`src/rtl/enc_pkg.sv`:
```
// Shared types and helpers for the 8-to-3 sequential encoder.
// Widths are fixed: IN_W must equal 2**CODE_W.
package enc_pkg;

  localparam int IN_W   = 8;
  localparam int CODE_W = 3;

  typedef enum logic [0:0] {
    IDLE = 1'b0,
    EMIT = 1'b1
  } enc_state_t;

  function automatic logic [IN_W-1:0] onehot_clear(
    input logic [IN_W-1:0]   word,
    input logic [CODE_W-1:0] idx
  );
    logic [IN_W-1:0] mask;
    mask      = '0;
    mask[idx] = 1'b1;
    return word & ~mask;
  endfunction

endpackage

```
`src/rtl/prio_sel8.sv`:
```
// Combinational priority selector over the pending request bits.
// ENC_MSB_FIRST_EN picks the highest set bit; default picks the lowest.
module prio_sel8
  import enc_pkg::*;
(
  input  logic [IN_W-1:0]   pending,
  output logic [CODE_W-1:0] code,
  output logic              single
);

  always_comb begin
    code = '0;
`ifdef ENC_MSB_FIRST_EN
    for (int i = 0; i < IN_W; i++)
      if (pending[i]) code = CODE_W'(i);
`else
    for (int i = IN_W - 1; i >= 0; i--)
      if (pending[i]) code = CODE_W'(i);
`endif
  end

  // at most one bit set: clearing the lowest set bit leaves zero
  assign single = (pending & (pending - IN_W'(1))) == '0;

endmodule

```
`src/rtl/seq_encoder_8to3.sv`:
```
// Serialises each set bit of a request word into 3-bit codes.
// Optional ENC_MSB_FIRST_EN (in prio_sel8) emits codes in descending order.
module seq_encoder_8to3
  import enc_pkg::*;
(
  input  logic              clk,
  input  logic              rst,
  input  logic              in_valid,
  output logic              in_ready,
  input  logic [IN_W-1:0]   in_word,
  output logic              out_valid,
  input  logic              out_ready,
  output logic [CODE_W-1:0] out_code,
  output logic              out_last,
  output logic              out_none,
  output logic              busy
);

  enc_state_t      state_q, state_d;
  logic [IN_W-1:0] pending_q, pending_d;
  logic            none_q, none_d;

  logic [CODE_W-1:0] sel_code;
  logic              sel_single;

  prio_sel8 u_sel (
    .pending (pending_q),
    .code    (sel_code),
    .single  (sel_single)
  );

  always_comb begin
    state_d   = state_q;
    pending_d = pending_q;
    none_d    = none_q;
    unique case (state_q)
      IDLE: begin
        if (in_valid) begin
          pending_d = in_word;
          none_d    = (in_word == '0);
          state_d   = EMIT;
        end
      end
      EMIT: begin
        if (out_ready) begin
          pending_d = onehot_clear(pending_q, sel_code);
          if (sel_single) begin
            state_d = IDLE;
            none_d  = 1'b0;
          end
        end
      end
      default: state_d = IDLE;
    endcase
  end

  always_ff @(posedge clk) begin
    if (rst) begin
      state_q   <= IDLE;
      pending_q <= '0;
      none_q    <= 1'b0;
    end else begin
      state_q   <= state_d;
      pending_q <= pending_d;
      none_q    <= none_d;
    end
  end

  assign in_ready  = (state_q == IDLE);
  assign out_valid = (state_q == EMIT);
  assign busy      = (state_q == EMIT);
  assign out_code  = out_valid ? sel_code : '0;
  assign out_last  = out_valid & sel_single;
  assign out_none  = out_valid & none_q;

endmodule

```
`config.mk`:
```
export PLATFORM = sky130hd
export DESIGN_NAME = seq_encoder_8to3
export DESIGN_NICKNAME = d
export VERILOG_FILES = /design/src/rtl/enc_pkg.sv /design/src/rtl/prio_sel8.sv /design/src/rtl/seq_encoder_8to3.sv
export SDC_FILE = /design/constraint.sdc
export NUM_CORES = 1
export LEC_CHECK = 0
export BUFFER_PORTS_ARGS = -buffer_cell sky130_fd_sc_hd__buf_2
export CAP_MARGIN = 10
export CORE_MARGIN = 1.5
export CORE_UTILIZATION = 30
export DETAILED_ROUTE_END_ITERATION = 8
export GPL_TIMING_DRIVEN = 0
export PLACE_DENSITY = 0.6
export SLEW_MARGIN = 5
export SYNTH_ARGS = -nofsm -noshare
export SYNTH_HDL_FRONTEND = slang
export SYNTH_SLANG_ARGS = --single-unit
```
`constraint.sdc`:
```
create_clock -name clk -period 5.08 [get_ports clk]
set_input_delay 1.016 -clock clk [delete_from_list [all_inputs] [get_ports clk]]
set_output_delay 1.016 -clock clk [all_outputs]
set_load 0.02 [all_outputs]
```
==> impl_metrics.ini <==
[run_status]
outcome = finished, final reports clean

[drt]
wl_per_cell_microns = 11.8
vias = 697
antenna_left = 0
highest_layer = met4
firstDrtPassIters = 4
dr_wl_met3_microns = 85
wl_met2_microns = 665
routed_via_density = 5.16
wl_met1_microns = 800
drc_errors = 0
wirelength_microns = 1600
drtIter0Drc = 13

[floorplan]
rows = 16
core-area_sq_um = 1940
ios = 20
die_x_microns = 48.3
chipHeight_microns = 48.3
dieArea_sq_um = 2340
start_util_pct = 31.8

[clock_tree]
postCtsResizedCells = 0
cts_root_buf = clkbuf_4
clock-sinks = 10
clock_path_buffers = 2
cts_max_level = 1
clock_latency_ns = 0.27
postCtsHoldBufs = 0
tritoncts = built
tritoncts.num_buffers = 3
post_cts_buffers = 0
clk_pin_slew_ns = 0.07

[sta]
clock-skew-final_ns = 0.00141
max_freq_mhz = 341
final.setup.tns_ns = 0
relSlewSlack_pct = 71.3
hold_viol = 0
rsz0062_at_grt = false
setup_viol = 0
worst_slew_pin_slew_ns = 0.430
min_period_ns = 2.93
slew_violations = 0
timing.final.crit_share_pct = 57.7

[power]
power_mw = 0.210
p_per_area_nw_per_um2 = 274
p_leak_nw = 0.317
ir_worst_vdd_uv = 165

[logic_synthesis]
synth_nets = 98
postSynth.asyncResetShare_pct = 0
ys.warnings.count = 0
netlist.area_leader.share_pct = 32.5
synth_cells = 86
synth.ff_latch_count = 10
syn_area_sq_um = 617
yosys-top-cells-area = dfxtp_1 (32%), nor2_1 (8.5%), a21oi_1 (7.3%)
synth-edff-count = 0
yosysTopAreaCell = dfxtp_1
syn_area_per_cell_sq_um = 7.17
synth-main-ff-cell = dfxtp_1
ys_top_cells_by_count = nor2_1 (14), dfxtp_1 (10), a21oi_1 (9), nand2_1 (9)
synth_most_common_cell = nor2_1
yosysSeqAreaShare_pct = 32.5
synthDistinctLibCells = 32

[setup_path]
cp-start-kind = flip-flop
crit_type = reg2out
critPathCaptureType = primary output
r2r-start = pending_q[0]$_SDFFE_PP0P_
path_max_fanout = 7
r2r_slack_ns = 3.20
cp.arrival_ns = 1.91
worstPathRequired_ns = 4.06
crit_start = pending_q[0]$_SDFFE_PP0P_

[cells_and_area]
layout-drive-gt1-share_pct = 24.1
fin_util_pct = 39.6
final_nets = 122
final_cells = 135
syn_to_final_growth_pct = 24.5
final_area_sq_um = 768
nFillCells = 217
diodes = 0

[global_routing]
track_usage_pct = 14.8
grt_pass1_wl_microns = 2650
grt-ovfl-total = 0
antenna_found_initial = 0
grt_max_degree = 11
grt_pass1_vias = 570

[placement]
gp_congestion = 0.802
place_inst = 132
dp_hpwl_microns = 1220
io_buffers = 19
place_area_sq_um = 746

[hold_path]
hold_path_class = reg2reg
min_from = none_q$_SDFFE_PP0P_

[flow_run]
max_cap_viol_count = 0
-- path summary, 6_finish.rpt --
path / endpoint / cells after the start
setup / recovery: out_last / 6
hold / removal: none_q$_SDFFE_PP0P_ / 2
setup reg to reg: none_q$_SDFFE_PP0P_ / 6
hold reg to reg: none_q$_SDFFE_PP0P_ / 2
-- metal layers --
layer | up-vias | global-route usage [%]
li1 | 357 | -
met1 | 312 | 20.3
met2 | 23 | 21.3
met3 | 5 | 3.09
met4 | 0 | 8.57
met5 | - | 0
-- registers in the layout, indices dropped and copies added (netlist names) --
name	count
pending_q	8
busy	1
none_q	1
-- layout by cell type, fill, tap and decap left out --
cell type / count
nand2_1: 9
clkbuf_4: 3
a311oi_1: 1
o21ai_1: 1
a21o_1: 1
clkbuf_1: 3
o311ai_0: 1
a211oi_1: 1
a21oi_1: 9
nand2b_1: 1
a31oi_1: 1
a221oi_1: 1
o211ai_1: 1
buf_4: 1
o21bai_1: 1
and2_1: 1
nor2b_1: 1
o21ai_0: 4
maj3_1: 1
buf_2: 20
mux2i_1: 1
nor4_1: 2
a32oi_1: 1
or3_1: 1
inv_1: 4
a2111o_1: 1
nor2_1: 14
nor3_1: 3
mux2_2: 2
dfxtp_1: 10
a2111oi_0: 1
nand3_1: 4
or4_1: 2
-- area by class of cell --
type | count | area [sq um] | share of cell area (%)
plain buffers | 5 | 23.8 | 3.09
clock buffers | 3 | 22.5 | 2.93
inverters | 4 | 15.0 | 1.95
multi-input cells | 67 | 378 | 49.2
flip-flops and latches | 10 | 200 | 26.1
well taps | 27 | 33.8 | 4.40
repair buffers | 19 | 95.1 | 12.4
-- logic make-up (layout without fill, tap and decap cells) --
group,count (synthesis),in the layout,synth area share [%]
mux,3,3,5.27
flops,10,10,32.5
fa+ha+maj,1,1,1.62
buf+inv,9,31,6.29
simple gates,38,38,28.2
compound gates,25,25,26.2
-- where the power goes --
| part | leakage [nW] | internal, mW | switching [mW] |
|---|---|---|---|
| sequential | 0.0822 | 0.0839 | 0.00821 |
| combinational | 0.221 | 0.0252 | 0.0365 |
| clock | 0.0138 | 0.0275 | 0.0289 |
| total | 0.317 | 0.137 | 0.0736 |
-- worst max-delay path, stage by stage (launching register included) --
cell and delay (ns):
dfxtp_1 0.37, or4_1 0.53, buf_2 0.17, o21ai_0 0.16, a21oi_1 0.13, nor2_1 0.11, buf_2 0.16
-- metrics by stage --
stage               hold WS [ns]  setup slack (ns)
floorplan                  0.443              2.52
global placement           0.455              2.49
detailed placement         0.470              2.45
CTS                        0.481              2.15
global route               0.537              2.02
finish                     0.474              2.15
Power figures use the tool's default switching activity.
